$ cat src/rtl/apb_bridge_decode.sv
// Registered APB bridge with address decode, fanning one upstream APB port out to G_NUM_SLAVES downstream ports.
// Optional ACCESS-phase timeout is compiled in with `define APB_BRIDGE_TIMEOUT_EN.
module apb_bridge_decode #(
  parameter int G_REGWIDTH   = 32,
  parameter int G_ADDR_WIDTH = 32,
  parameter int G_NUM_SLAVES = 4,
  parameter int G_SEL_LSB    = 12,
  parameter int G_TIMEOUT    = 255
) (
  input  logic                                 clk,
  input  logic                                 rst,
  input  logic                                 s_apb_psel,
  input  logic                                 s_apb_penable,
  input  logic                                 s_apb_pwrite,
  input  logic [2:0]                           s_apb_pprot,
  input  logic [G_ADDR_WIDTH-1:0]              s_apb_paddr,
  input  logic [G_REGWIDTH-1:0]                s_apb_pwdata,
  input  logic [G_REGWIDTH/8-1:0]              s_apb_pstrb,
  output logic                                 s_apb_pready,
  output logic [G_REGWIDTH-1:0]                s_apb_prdata,
  output logic                                 s_apb_pslverr,
  output logic [G_NUM_SLAVES-1:0]              m_apb_psel,
  output logic                                 m_apb_penable,
  output logic                                 m_apb_pwrite,
  output logic [2:0]                           m_apb_pprot,
  output logic [G_ADDR_WIDTH-1:0]              m_apb_paddr,
  output logic [G_REGWIDTH-1:0]                m_apb_pwdata,
  output logic [G_REGWIDTH/8-1:0]              m_apb_pstrb,
  input  logic [G_NUM_SLAVES-1:0]              m_apb_pready,
  input  logic [G_NUM_SLAVES*G_REGWIDTH-1:0]   m_apb_prdata,
  input  logic [G_NUM_SLAVES-1:0]              m_apb_pslverr
);

  localparam int SELW  = (G_NUM_SLAVES > 1) ? $clog2(G_NUM_SLAVES) : 1;
  localparam int STRBW = G_REGWIDTH / 8;

  typedef enum logic [1:0] {
    IDLE   = 2'd0,
    SETUP  = 2'd1,
    ACCESS = 2'd2,
    RESP   = 2'd3
  } state_t;

  state_t                  state;
  logic [SELW-1:0]         idx_q;
  logic [SELW-1:0]         req_idx;
  logic                    req_hit;
  logic [G_NUM_SLAVES-1:0] req_onehot;
  logic                    sel_ready;
  logic                    sel_err;
  logic [G_REGWIDTH-1:0]   sel_rdata;
`ifdef APB_BRIDGE_TIMEOUT_EN
  logic [15:0]             to_cnt;
`endif

  // A single-slave bridge has no index field: everything maps to port 0.
  always_comb begin
    req_idx    = '0;
    req_onehot = '0;
    if (G_NUM_SLAVES > 1) req_idx = s_apb_paddr[G_SEL_LSB +: SELW];
    req_hit = (32'(req_idx) < 32'(G_NUM_SLAVES));
    for (int i = 0; i < G_NUM_SLAVES; i++) begin
      req_onehot[i] = (req_idx == SELW'(i));
    end
  end

  // Only the addressed slave's response is looked at; the rest are ignored.
  always_comb begin
    sel_ready = 1'b0;
    sel_err   = 1'b0;
    sel_rdata = '0;
    for (int i = 0; i < G_NUM_SLAVES; i++) begin
      if (idx_q == SELW'(i)) begin
        sel_ready = m_apb_pready[i];
        sel_err   = m_apb_pslverr[i];
        sel_rdata = m_apb_prdata[i*G_REGWIDTH +: G_REGWIDTH];
      end
    end
  end

  // NOTE: every register here uses non-blocking assignment so all state updates
  // see pre-edge values; blocking assignments would create order-dependent logic.
  always_ff @(posedge clk or negedge rst) begin
    if (!rst) begin
      state         <= IDLE;
      idx_q         <= '0;
      s_apb_pready  <= 1'b0;
      s_apb_prdata  <= '0;
      s_apb_pslverr <= 1'b0;
      m_apb_psel    <= '0;
      m_apb_penable <= 1'b0;
      m_apb_pwrite  <= 1'b0;
      m_apb_pprot   <= '0;
      m_apb_paddr   <= '0;
      m_apb_pwdata  <= '0;
      m_apb_pstrb   <= '0;
`ifdef APB_BRIDGE_TIMEOUT_EN
      to_cnt        <= '0;
`endif
    end else begin
      case (state)
        IDLE: begin
          if (s_apb_psel && s_apb_penable) begin
            m_apb_pwrite <= s_apb_pwrite;
            m_apb_pprot  <= s_apb_pprot;
            m_apb_paddr  <= s_apb_paddr;
            m_apb_pwdata <= s_apb_pwdata;
            m_apb_pstrb  <= s_apb_pwrite ? s_apb_pstrb : STRBW'(0);
            s_apb_prdata <= '0;
            if (req_hit) begin
              idx_q         <= req_idx;
              m_apb_psel    <= req_onehot;
              s_apb_pslverr <= 1'b0;
              state         <= SETUP;
            end else begin
              // Out-of-map: answer locally without touching the downstream bus.
              s_apb_pslverr <= 1'b1;
              s_apb_pready  <= 1'b1;
              state         <= RESP;
            end
          end
        end

        SETUP: begin
          m_apb_penable <= 1'b1;
`ifdef APB_BRIDGE_TIMEOUT_EN
          to_cnt        <= '0;
`endif
          state         <= ACCESS;
        end

        ACCESS: begin
          if (sel_ready) begin
            s_apb_prdata  <= sel_rdata;
            s_apb_pslverr <= sel_err;
            s_apb_pready  <= 1'b1;
            m_apb_psel    <= '0;
            m_apb_penable <= 1'b0;
            state         <= RESP;
          end
`ifdef APB_BRIDGE_TIMEOUT_EN
          // The cycle that would reach the limit is the last waited cycle.
          else if (to_cnt == 16'(G_TIMEOUT - 1)) begin
            to_cnt        <= to_cnt + 16'd1;
            s_apb_pslverr <= 1'b1;
            s_apb_pready  <= 1'b1;
            m_apb_psel    <= '0;
            m_apb_penable <= 1'b0;
            state         <= RESP;
          end else begin
            to_cnt <= to_cnt + 16'd1;
          end
`endif
        end

        RESP: begin
          s_apb_pready <= 1'b0;
          state        <= IDLE;
        end

        default: state <= IDLE;
      endcase
    end
  end

endmodule

$ cat config.mk
export PLATFORM = sky130hd
export DESIGN_NAME = apb_bridge_decode
export DESIGN_NICKNAME = d
export VERILOG_FILES = /design/src/rtl/apb_bridge_decode.sv
export SDC_FILE = /design/constraint.sdc
export NUM_CORES = 1
export LEC_CHECK = 0
export BUFFER_PORTS_ARGS = -buffer_cell sky130_fd_sc_hd__buf_2
export CORE_AREA = 3 3 124 126
export DETAILED_ROUTE_END_ITERATION = 12
export DIE_AREA = 0 0 127 129
export PLACE_DENSITY = 0.72
export SETUP_SLACK_MARGIN = 0.02
export SLEW_MARGIN = 30
export SYNTH_ARGS = -nofsm -noshare
export SYNTH_HDL_FRONTEND = slang
export SYNTH_SLANG_ARGS = --single-unit
$ cat constraint.sdc
create_clock -name clk -period 2.05 [get_ports clk]
set_input_delay 0.41 -clock clk [delete_from_list [all_inputs] [get_ports clk]]
set_output_delay 0.41 -clock clk [all_outputs]
set_load 0.1 [all_outputs]
==> summary.md <==
| Metric | Value |
|---|---|
| Status | `complete, no violations` |
| Most frequent cells in the layout | `buf_2 (320), dfrtp_1 (111), mux2_2 (67)` |
| Wirelength per Cell | `17.33 µm` |
| Core ar. | `14,420 µm²` |
| Die area | `16,380 µm²` |
| Fillers | `1,267` |
| Distinct cells, synth | `26` |
| PortBufs | `322` |
| Chip height | `roughly 130 µm` |
| Post-Synthesis Cells | `between 400 and 500` |
| Syn avg cell area | `12.90 µm²` |
| Crit-path cells | `inv_1 > ha_1 > a21bo_2 > buf_4 > nand4_1 > o211ai_1` |
| Worst setup EP type | `flip-flop` |
| Required @ worst endpoint | `2380 ps` |
| Final period util | `88.66%` |
| Share of cells above drive strength 1 | `62.65%` |
| Slew @ Worst Pin | `540.6 ps` |
| H-tree depth | `4` |
| Number of synthesized flops with an enable pin | `0` |
| Root buf cell | `clkbuf_16` |
| Final setup vio count | `0` |
| Clock Skew | `8.066 ps` |
| GRT overflow | `0` |
| Commonest non-fill, non-tap cell in the layout | `buf_2` |
| Synth warn | `0` |
| Area Growth Syn to Fin | `44.88%` |
| Worst Hold Slack | `230.7 ps` |
| Vias in the first global route | `between 4,000 and 5,000` |
| Num ports | `323` |
| Crit path kind | `flip-flop to flip-flop` |
| Synthesized Nets | `approximately 650` |
| Post-DRT Antenna Nets | `0` |
| CP max-delay cell | `a21bo_2` |
| Critical-path maximum fanout | `20` |
| Slowest cell delay on critical path | `440 ps` |
| Post-CTS Setup Bufs | `0` |
| Num CTS Buffers | `17` |
| First-pass GRT wire length | `25,240 µm` |
| Diode count | `0` |
| Synth Flop Type | `dfrtp_1` |
| Pre-antenna DRT Iters | `4` |
| Final hold vios | `0` |
| HPWL Detailed | `12,670 µm` |
| Vias/cell | `a little over 5` |
| DR iter-0 viols | `222` |
| Setup_tns | `0 ps` |
| FMAX | `around 0.55 GHz` |
| Sequential share of the synthesized area | `50.87%` |
| Floorplan row count | `44` |
| Max-slew violation count | `0` |
| DRC viols | `0` |
| Total Nets Final | `about 960` |
| WP data arrival | `roughly 2100 ps` |
| Largest net degree at the start of global routing | `70` |
| Max_slew headroom | `roughly 64%` |
| RSZ-0062 raised after global routing | `no` |
| Final min period | `1817 ps` |
| Clock Pin Slew Worst Setup and Hold Paths | `50 ps` |
| CTS tree | `built` |
| Hold buffer count at CTS | `1` |
| Clk_lat worst skew | `about 400 ps` |
| Worst hold path type | `input port to flip-flop` |
| Synth Cell Area | `5559 µm²` |
| Gpl congestion | `0.8457` |
| Final WL | `16,270 µm` |
| Die width | `127 µm` |
| GRT Util Overall | `between 10% and 20%` |
| Crit start category | `flip-flop` |
| CTS resizes | `0` |
| Clock tree buffer depth | `2` |
| Initial antenna violation count | `1` |
| Initial Util | `38.54%` |
| Total number of vias | `4,854` |
| Synthesis-stage register bit count | `113` |
| Clock sink count | `between 100 and 150` |
| Async set-reset flop share out of synthesis | `100.0%` |
| Maxcap violations | `0` |
## cell families after synthesis
family          Yosys count  synth area share [%]
compound gates           49                 6.550
fa+ha+maj                 4                0.9003
buf+inv                  48                 3.916
flops                   113                 50.87
mux                     102                 27.62
simple gates            115                 10.15
## synth_stat cells (2+ instances only)
master    count  share of area [%]
nand2_1      43                2.9
inv_1         4               0.27
buf_1         7               0.47
nand3_1      34                3.1
clkbuf_1     27                1.8
mux4_2       34                 14
nand4_1      33                3.7
a32o_1        2               0.36
a22o_1        3               0.47
o211ai_1     33                4.5
o21ai_0       6               0.54
buf_2         6               0.54
mux2_2       67                 14
nor2_1        2               0.14
ha_1          4               0.90
dfrtp_1     113                 51
buf_6         4               0.81
## area by class of cell
type / instances / area, µm² / share of cell area [%]
clock buffer: 22 / 484.2 / 6.012
clock inverter: 9 / 128.9 / 1.600
tap: 184 / 230.2 / 2.858
sequential: 113 / 2835 / 35.20
inverter: 4 / 15.01 / 0.1864
multi-input combinational: 270 / 2529 / 31.40
timing repair buffer: 337 / 1832 / 22.74
## metal layers
layer / part of all wire [%] / GRT usage, % / wire length [µm] / up-vias
met3: 6.9 / 5.230 / 1125 / 23
met1: 39 / 23.43 / 6293 / 2348
met5: 0.068 / 0 / 11 / -
li1: - / - / - / 2261
met4: 1.8 / 6.877 / 291 / 2
met2: 53 / 35.09 / 8552 / 220
## final timing paths
path,from,end,slack (ps),depth (start not counted)
worst max-delay path,state[1],s_apb_prdata[24],230,6
worst min-delay path,s_apb_paddr[14],m_apb_paddr[14],230,2
worst max register to register,state[1],s_apb_prdata[24],230,6
worst min register to register,m_apb_pstrb[1],m_apb_pstrb[1],480,2
max in group asynchronous,rst,m_apb_paddr[13],990,3
min in group asynchronous,rst,m_apb_pprot[2],480,2
## worst max-delay path, delay by kind of cell, from the launching register on
family | cells | cell delay (ps)
flops | 1 | 400
compound gates | 2 | 550
simple gates | 1 | 140
fa+ha+maj | 1 | 230
buf+inv | 2 | 400
## state kept, by name (all words and copies together), names as in the netlist
name and cells:
m_apb_penable 1, s_apb_prdata 32, m_apb_pwdata 32, m_apb_pstrb 4, m_apb_paddr 32, s_apb_pready 1, state 2, s_apb_pslverr 1
m_apb_pwrite 1, m_apb_psel 4, m_apb_pprot 3
## per-stage QoR
| step | worst slack, ps | cells | area, µm² | utilization (%) |
|---|---|---|---|---|
| 2_1_floorplan | 27.62 | 431 | 5567 | - |
| 3_3_place_gp | 306.1 | 907 | 7431 | 51.52 |
| 3_5_place_dp | 273.6 | 907 | 7431 | 51.52 |
| 4_1_cts | 251.6 | 939 | 8054 | 55.84 |
| 5_1_grt | 119.9 | 939 | 8054 | 55.84 |
| 6_report | 232.6 | 939 | 8054 | 55.84 |
Power is left out: the tool's default activity adds up to more than one toggle a clock period on the data nets, which glitch-free logic cannot reach.
